## src/rtl/fnn_stream_pkg.sv

```systemverilog
// Shared types and defaults for the layer-to-layer neuron stream.
// Used by the result collector and the burst serializer.
package fnn_stream_pkg;

    typedef enum logic [1:0] {
        ST_IDLE = 2'd0,
        ST_SEND = 2'd1,
        ST_GAP  = 2'd2
    } state_e;

    localparam int GAP_CYCLES = 4;
    localparam int DATA_WIDTH = 16;

    typedef logic [DATA_WIDTH-1:0] word_t;

endpackage

```

## src/rtl/result_collector.sv

```systemverilog
// Gathers one result word per neuron, tracks which neurons have reported,
// and flags a sticky overrun when a neuron reports twice in one layer pass.
module result_collector
    import fnn_stream_pkg::*;
#(
    parameter int numNeurons = 30,
    parameter int dataWidth  = DATA_WIDTH
) (
    input  logic                            clk,
    input  logic                            rst,
    input  logic [numNeurons*dataWidth-1:0] neuron_out_i,
    input  logic [numNeurons-1:0]           neuron_valid_i,
    input  logic                            capture_i,
    input  logic                            clr_err_i,
    output logic [numNeurons*dataWidth-1:0] coll_o,
    output logic                            full_o,
    output logic                            overrun_o
);

    logic [numNeurons-1:0]           mask_q, mask_d;
    logic [numNeurons*dataWidth-1:0] coll_q;
    logic                            overrun_q, overrun_d;
    logic                            repeat_hit;

    // A strobe on the capture edge belongs to the next pass, so it is not a repeat;
    // strobes win over the capture clear so no result is dropped.
    always_comb begin
        repeat_hit = (|(mask_q & neuron_valid_i)) && !capture_i;
        mask_d     = (capture_i ? '0 : mask_q) | neuron_valid_i;
        overrun_d  = repeat_hit | (overrun_q & ~clr_err_i);
    end

    // NOTE: state registers use non-blocking assignments so every flop samples pre-edge values.
    always_ff @(posedge clk or negedge rst) begin
        if (!rst) begin
            mask_q    <= '0;
            overrun_q <= 1'b0;
        end else begin
            mask_q    <= mask_d;
            overrun_q <= overrun_d;
        end
    end

    // NOTE: the data words are not reset; the mask guarantees none is read before it is written.
    always_ff @(posedge clk) begin
        for (int i = 0; i < numNeurons; i++) begin
            if (neuron_valid_i[i]) begin
                coll_q[i*dataWidth +: dataWidth] <= neuron_out_i[i*dataWidth +: dataWidth];
            end
        end
    end

    assign coll_o    = coll_q;
    assign full_o    = &mask_q;
    assign overrun_o = overrun_q;

endmodule

```

## src/rtl/layer_out_serializer.sv

```systemverilog
// Streams a complete layer's neuron results as one gap-free burst, then
// enforces a minimum idle gap before the next burst may start.
module layer_out_serializer
    import fnn_stream_pkg::*;
#(
    parameter int numNeurons = 30,
    parameter int dataWidth  = DATA_WIDTH,
    parameter int gapCycles  = GAP_CYCLES
) (
    input  logic                            clk,
    input  logic                            rst,
    input  logic [numNeurons*dataWidth-1:0] neuron_out,
    input  logic [numNeurons-1:0]           neuron_valid,
    input  logic                            clr_err,
    output logic [dataWidth-1:0]            data_out,
    output logic                            data_valid,
    output logic                            busy,
    output logic                            overrun
);

    localparam int CW = $clog2(numNeurons + 1);
    localparam int GW = (gapCycles > 0) ? $clog2(gapCycles + 1) : 1;
    localparam logic [CW-1:0] LAST_CNT = CW'(numNeurons);
    localparam logic [GW-1:0] GAP_LAST = GW'((gapCycles > 0) ? gapCycles - 1 : 0);

    state_e                          state_q, state_d;
    logic [CW-1:0]                   cnt_q, cnt_d;
    logic [GW-1:0]                   gap_q, gap_d;
    logic [numNeurons*dataWidth-1:0] send_buf_q, send_buf_d;
    logic [dataWidth-1:0]            data_out_q, data_out_d;
    logic                            data_valid_q, data_valid_d;
    logic                            busy_q, busy_d;

    logic                            capture;
    logic                            full;
    logic [numNeurons*dataWidth-1:0] coll;

    result_collector #(
        .numNeurons (numNeurons),
        .dataWidth  (dataWidth)
    ) u_collector (
        .clk            (clk),
        .rst            (rst),
        .neuron_out_i   (neuron_out),
        .neuron_valid_i (neuron_valid),
        .capture_i      (capture),
        .clr_err_i      (clr_err),
        .coll_o         (coll),
        .full_o         (full),
        .overrun_o      (overrun)
    );

    // NOTE: every always_comb output gets a default first so no path can infer a latch.
    always_comb begin
        state_d      = state_q;
        cnt_d        = cnt_q;
        gap_d        = gap_q;
        send_buf_d   = send_buf_q;
        data_out_d   = data_out_q;
        data_valid_d = 1'b0;
        capture      = 1'b0;

        case (state_q)
            ST_IDLE: begin
                if (full) begin
                    capture      = 1'b1;
                    send_buf_d   = coll;
                    data_out_d   = coll[dataWidth-1:0];
                    data_valid_d = 1'b1;
                    cnt_d        = CW'(1);
                    state_d      = ST_SEND;
                end
            end
            ST_SEND: begin
                if (cnt_q == LAST_CNT) begin
                    state_d = ST_GAP;
                    gap_d   = '0;
                end else begin
                    data_out_d   = send_buf_q[int'(cnt_q)*dataWidth +: dataWidth];
                    data_valid_d = 1'b1;
                    cnt_d        = cnt_q + CW'(1);
                end
            end
            ST_GAP: begin
                if (gap_q == GAP_LAST) begin
                    state_d = ST_IDLE;
                end else begin
                    gap_d = gap_q + GW'(1);
                end
            end
            default: state_d = ST_IDLE;
        endcase

        busy_d = (state_d != ST_IDLE);
    end

    always_ff @(posedge clk or negedge rst) begin
        if (!rst) begin
            state_q      <= ST_IDLE;
            cnt_q        <= '0;
            gap_q        <= '0;
            data_out_q   <= '0;
            data_valid_q <= 1'b0;
            busy_q       <= 1'b0;
        end else begin
            state_q      <= state_d;
            cnt_q        <= cnt_d;
            gap_q        <= gap_d;
            data_out_q   <= data_out_d;
            data_valid_q <= data_valid_d;
            busy_q       <= busy_d;
        end
    end

    // The send buffer is only read in SEND, after a capture has loaded it.
    always_ff @(posedge clk) begin
        send_buf_q <= send_buf_d;
    end

    assign data_out   = data_out_q;
    assign data_valid = data_valid_q;
    assign busy       = busy_q;

endmodule
```

## config.mk

```make
export PLATFORM = sky130hd
export DESIGN_NAME = layer_out_serializer
export DESIGN_NICKNAME = d
export VERILOG_FILES = /design/src/rtl/fnn_stream_pkg.sv /design/src/rtl/result_collector.sv /design/src/rtl/layer_out_serializer.sv
export SDC_FILE = /design/constraint.sdc
export NUM_CORES = 1
export LEC_CHECK = 0
export CORE_MARGIN = 1
export CORE_UTILIZATION = 52
export DETAILED_ROUTE_END_ITERATION = 16
export PLACE_DENSITY = 0.77
export SLEW_MARGIN = 20
export SYNTH_ARGS = -nofsm -noshare
export SYNTH_HDL_FRONTEND = slang
export SYNTH_HIERARCHICAL = 1
export SYNTH_SLANG_ARGS = --single-unit
```

## constraint.sdc

```tcl
create_clock -name clk -period 20.9 [get_ports clk]
set_input_delay 4.18 -clock clk [delete_from_list [all_inputs] [get_ports clk]]
set_output_delay 4.18 -clock clk [all_outputs]
set_load 0.02 [all_outputs]
```

==> run_results.csv, run 1 <==
group,metric,value,unit
die,start_util,52.62,%
route,drc,0,
route,wl_per_cell,28.27,µm
timing,worst_pin_slew,1.133,ns
power_and_ir_drop,p_leak,15.45,nW
synth,ys_warn_count,6,
grt,grtUsageTotal,26.11,%
cts,cts_setup_buffers,0,
final_layout,nets,2711,
synth,yosysMostFrequentCell,"edfxtp_1",
synth,ys_ff_latch,1019,
synth,syn_area,35340,µm²
synth,async_flop_share,5.790,%
setup_path,required,16.72,ns
route,vias,17801,
setup_path,end_kind,"output port",
setup_path,arrival,1.75,ns
timing,relSlewSlack,24.32,%
hold_path,hp-class,"flip-flop to flip-flop",
setup_path,path_buf_inv,1,
place,dp.cells,2967,
synth,synth_flop_cell,"edfxtp_1",
timing,final-max-slew-violation-count,0,
grt,grt_pass1_wl,126.5,mm
die,fp.dieH,262.7,µm
route,post_drt_via_cell_ratio,5.633,
route,drt_iter0_drc,1906,
synth,avgSynthCellArea,22.37,µm²
timing,min_period,5.926,ns
synth,synth_top_area_cell,"edfxtp_1",
synth,synth_cell_types,44,
place,gp_congestion,0.8614,
cts,htreeDepth,3,
setup_path,critPathKind,"flip-flop to output port",
grt,grt_max_degree,213,
cts,root_buffer,"clkbuf_16",
setup_path,max_stage_delay,0.72,ns
power_and_ir_drop,p_per_area,136.8,nW/µm²
place,io_buffers,531,
timing,hold_viol,0,
power_and_ir_drop,swShare,29.47,%
route,final_antenna_net_count,0,
final_layout,drive_gt1_share,11.51,%
cts,numCtsBuffers,97,
cts,cts.repair.resized,0,
final_layout,area_growth,27.63,%
die,coreArea,67160,µm²
timing,finalSetupViolations,0,
synth,synth_nets,2097,
cts,cts_tree,"yes",
die,rows,95,
final_layout,seqCellArea,30310,µm²
run_status,status,"finished clean",
power_and_ir_drop,power.share.combinational,23.7,%
timing,max_freq,168.7,MHz
timing,rsz0062_at_grt,"false",
synth,yosys-top-cells-area,"edfxtp_1, dfrtp_1, mux2i_1",
die,dieArea,69010,µm²
synth,syn-instance-count,1580,
job,cap_violations,0,
route,drt_pass1_iterations,5,
setup_path,path_cells,"clkdlybuf4s50_1",
grt,grt.overflow.total,0,
power_and_ir_drop,p_total,0.006170,W
setup_path,slowest_stage,"clkdlybuf4s50_1",
power_and_ir_drop,p_int,0.004351,W
grt,grt_pass1_vias,18584,
route,wl,89.34,mm
timing,fin_skew,0.02686,ns
final_layout,fill_cells,4098,
timing,setup_tns,0,ns
power_and_ir_drop,power_frac_seq,47.3,%
cts,hold_buffers,0,
power_and_ir_drop,p_switching,0.001818,W
synth,ys_seq_area_share,85.75,%
grt,antenna_found_initial,14,
power_and_ir_drop,power.share.clock,29.0,%
timing,setup_ws,14.97,ns
setup_path,start_kind,"flip-flop",
synth,synth_top_area_share,81.57,%
synth,synth-edff-count,960,
die,io_pins,532,
cts,clk_pin_slew_worst_paths,0.06,ns
setup_path,cp_top_family,"buffers and inverters",
place,dp_hpwl,61.79,mm
power_and_ir_drop,ir_drop,0.1262,mV
final_layout,multi_input_area,4672,µm²
setup_path,path_max_fanout,2,
cts,clk_latency,0.65,ns
synth,synth_common_cells,"edfxtp_1, mux2i_1, dfrtp_1, mux4_2",
die,die_w,262.7,µm
final_layout,fin_cells,3160,
cts,clock-sinks,1019,
cts,clock_path_buffers,3,
place,post-place-ws,15.04,ns
timing,timing.final.crit_share,28.35,%
[registers in the layout, indices dropped and copies added, names as in the netlist]
signal,flops
u_collector/coll_o,480
u_collector/mask_q,30
state_q,2
busy,1
gap_q,3
data_valid,1
data_out,16
send_buf_q,480
u_collector/overrun_o,1
cnt_q,5
[power groups by stage]
stage / clock, W / combinational (W) / sequential, W
3_3_place_gp: 0 / 0.00143 / 0.00293
4_1_cts: 0.00181 / 0.00147 / 0.00293
2_1_floorplan: 0 / 0.000889 / 0.00320
6_report: 0.00179 / 0.00146 / 0.00292
3_5_place_dp: 0 / 0.00146 / 0.00296
5_1_grt: 0.00189 / 0.00154 / 0.00295
[logic make-up (layout without fill, tap and decap cells)]
kind of cell | count (synthesis) | count (layout) | synth area share (%)
compound gates | 195 | 195 | 4.093
other cells | 0 | 10 | 0
simple gates | 98 | 98 | 1.430
fa+ha+maj | 4 | 4 | 0.1416
buf+inv | 69 | 766 | 1.062
mux | 192 | 192 | 7.452
flops | 1019 | 1019 | 85.75
xor+xnor | 3 | 3 | 0.07436
[final timing paths]
kind / startpoint / end / slack, ns / depth (start not counted)
hold / removal: u_collector/coll_o[332]$_DFFE_PP_ / send_buf_q[332]$_DFFE_PP_ / 0.41 / 0
setup reg to reg: cnt_q[0]$_DFFE_PN0P_ / data_out[11]$_DFFE_PN0P_ / 16.40 / 6
setup / recovery: data_out[0]$_DFFE_PN0P_ / data_out[0] / 14.97 / 1
min in group asynchronous: rst / data_valid$_DFF_PN0_ / 3.71 / 2
max in group asynchronous: rst / cnt_q[1]$_DFFE_PN0P_ / 16.52 / 2
hold reg to reg: u_collector/coll_o[332]$_DFFE_PP_ / send_buf_q[332]$_DFFE_PP_ / 0.41 / 0
[routing by layer]
metal	global-route usage (%)	up-vias	share of wire, %
met4	8.712	12	2.7
li1	-	7718	-
met1	33.56	9104	38
met3	5.247	137	7.7
met5	0	-	0.058
met2	44.71	830	52
[metrics by stage]
step	instance area (µm²)	hold slack [ns]	utilization (%)
after global placement	41780	0.4003	62.21
after floorplan	35340	0.4003	-
after global routing	45100	0.4180	67.15
final	45110	0.4131	67.17
after detailed placement	41780	0.4045	62.21
after CTS	45050	0.4070	67.09
[final cells by class]
cell class              instances  area share [%]
clock inverters                60           1.492
repair buffers                579           12.64
flip-flops and latches       1019           67.20
diodes                         10         0.05548
clock buffers                 122           5.772
multi-input cells             492           10.36
well taps                     873           2.422
inverters                       5         0.05825
[cells in the final DEF (no fill, tap or decap), types with 10 or more instances in the layout]
cell,instances
nor2_1,17
clkbuf_1,19
nand3_1,28
edfxtp_1,960
a21o_1,29
diode_2,10
clkinv_1,19
a221oi_1,12
buf_4,46
mux2i_1,136
clkdlybuf4s50_1,530
o22ai_1,17
bufinv_16,13
nand2_1,16
clkbuf_16,99
a22oi_1,29
a21oi_1,17
dfrtp_1,57
mux4_2,53
clkinv_2,14
o21ai_0,25
a22o_1,20
nand4_1,11
No activity file was read; power rests on OpenSTA's default activity.
==> run 2, diff against run 1 <==
Settings changed: CORE_UTILIZATION 52 to 48, PLACE_DENSITY 0.77 to 0.75.
Clock period 20.9 ns to 4.92 ns, I/O delays scaled along.
==> run 2 against run 1 <==
  * First-iteration DRC count fell by 1.8%
  * Register-to-register slack worse by 15 ns
  * Cell count grew 2.5%
  * Worst setup slack got worse by 14 ns
  * Count of clock-buffer cells in the layout decreased by 1
  * Via count grew 1.0%
  * Combinational power increased to 4.3 times the previous value
  * Hold slack lost 0.30 ns
  * Critical endpoint is now send_buf_q[369]$_DFFE_PP_
  * Largest cell class unchanged
  * Highest routed layer unchanged
==> run_results.csv, run 2 (synthesized netlist as in run 1, its figures left out) <==
group,metric,value,unit
die,fp.dieH,273.3,µm
setup_path,end_kind,"flip-flop",
grt,grt_pass1_vias,18567,
route,post_drt_via_cell_ratio,5.553,
power_and_ir_drop,ir_drop,0.5078,mV
final_layout,nets,2716,
final_layout,area_growth,27.44,%
setup_path,ff2ff_setup_slack,0.94,ns
setup_path,r2r_cells,6,
route,drt_pass1_iterations,5,
cts,clock-sinks,1019,
cts,cts.repair.resized,0,
timing,setup_tns,0,ns
power_and_ir_drop,p_per_area,574.2,nW/µm²
place,dp_hpwl,66.97,mm
final_layout,fill_cells,4907,
setup_path,path_max_fanout,112,
die,io_pins,532,
die,coreArea,72960,µm²
cts,numCtsBuffers,98,
power_and_ir_drop,p_leak,15.37,nW
final_layout,final_common_cell,"edfxtp_1",
route,vias,17982,
timing,relSlewSlack,31.71,%
cts,hold_buffers,0,
route,wl_per_cell,28.88,µm
grt,grt_max_degree,137,
timing,final-max-slew-violation-count,0,
place,io_buffers,531,
cts,htreeDepth,3,
place,gp_congestion,0.8859,
final_layout,most-common-layout-cells,"edfxtp_1, clkdlybuf4s50_1, mux2i_1",
route,drt_iter0_drc,1872,
setup_path,critPathKind,"flip-flop to flip-flop",
final_layout,fin_cells,3238,
hold_path,hp-class,"input port to async pin",
cts,clk_latency,0.65,ns
timing,hold_viol,0,
timing,min_period,3.981,ns
place,dp.cells,3058,
timing,finalSetupViolations,0,
cts,clk_pin_slew_worst_paths,0.06,ns
cts,root_buffer,"clkbuf_16",
timing,rsz0062_at_grt,"false",
setup_path,arrival,4.25,ns
route,wl,93.52,mm
grt,antenna_found_initial,11,
setup_path,slowest_stage,"inv_8",
route,final_antenna_net_count,0,
cts,cts_setup_buffers,0,
die,rows,99,
grt,grtUsageTotal,25.10,%
timing,max_freq,251.2,MHz
final_layout,drive_gt1_share,11.37,%
job,cap_violations,0,
setup_path,start_kind,"flip-flop",
power_and_ir_drop,p_total,0.02586,W
timing,fin_skew,0.02115,ns
cts,cts_tree,"yes",
die,die_w,273.3,µm
setup_path,path_cells,"nand4_1 > or4_1 > nor4_2 > nand2_1 > inv_8 > buf_4",
route,drc,0,
grt,grt_pass1_wl,130.0,mm
grt,grt.overflow.total,0,
cts,clock_path_buffers,3,
setup_path,required,5.19,ns
die,dieArea,74720,µm²
setup_path,max_stage_delay,0.72,ns
timing,worst_pin_slew,1.021,ns
run_status,status,"finished clean",
timing,timing.final.crit_share,80.91,%
die,start_util,48.44,%
-- run 2: changes by cell type in the layout (fill, tap and decap cells not counted), moves of 3 or more --
cell        change
clkbuf_16       +3
clkinvlp_4      +4
clkbuf_8        -4
diode_2         -8
clkinv_4        +3
bufinv_16       -8
buf_12          +4
inv_6           -3
-- run 2: critical path, delay by kind of cell, from the launching register on --
family	cells	cell delay (ns)
buffers and inverters	2	1.35
and+or+nand+nor	4	1.64
DFF	1	0.39
-- run 2: layout make-up --
cell class                      instances  area (µm²)  area share [%]
Antenna cell                            2       5.005         0.01111
Timing Repair Buffer                  583        5763           12.80
Tap cell                              959        1200           2.664
Inverter                                5       26.28         0.05834
Sequential cell                      1019       30310           67.30
Clock buffer                          121        2624           5.826
Multi-Input combinational cell        492        4669           10.37
Clock inverter                         57       439.2          0.9751
-- run 2: report_power, final --
part / internal (W) / total [W] / switching (W) / leakage (nW)
sequential: 0.0117 / 0.0125 / 0.000782 / 9.66
clock: 0.00405 / 0.00714 / 0.00310 / 1.48
combinational: 0.00238 / 0.00624 / 0.00386 / 4.23
total: 0.0181 / 0.0259 / 0.00774 / 15.4
-- run 2: per-stage QoR --
step                utilization, %  setup WS [ns]  cell area [µm²]  hold slack, ns
floorplan                        -         0.6901            35350          0.4003
global placement             57.53          1.254            41970          0.4004
detailed placement           57.53         0.9539            41970          0.4045
CTS                          61.72         0.9415            45030         0.08182
global route                 61.72         0.7460            45030         0.08943
finish                       61.73         0.9393            45040          0.1164
-- run 2: worst paths after layout --
kind,startpoint,endpoint
setup / recovery,u_collector/mask_q[7]$_DFF_PN0_,send_buf_q[369]$_DFFE_PP_
hold / removal,rst,busy$_DFF_PN0_
setup reg to reg,u_collector/mask_q[7]$_DFF_PN0_,send_buf_q[369]$_DFFE_PP_
hold reg to reg,u_collector/coll_o[253]$_DFFE_PP_,send_buf_q[253]$_DFFE_PP_
max in group asynchronous,rst,cnt_q[0]$_DFFE_PN0P_
min in group clk,u_collector/coll_o[253]$_DFFE_PP_,send_buf_q[253]$_DFFE_PP_
-- run 2: layer usage --
metal	routed length, µm	up-vias	track usage, %	share of wire, %
li1	-	7723	-	-
met1	35000	9211	31.40	37
met2	47240	853	42.50	51
met3	7965	175	6.184	8.5
met4	3185	20	9.188	3.4
met5	124	-	0	0.13
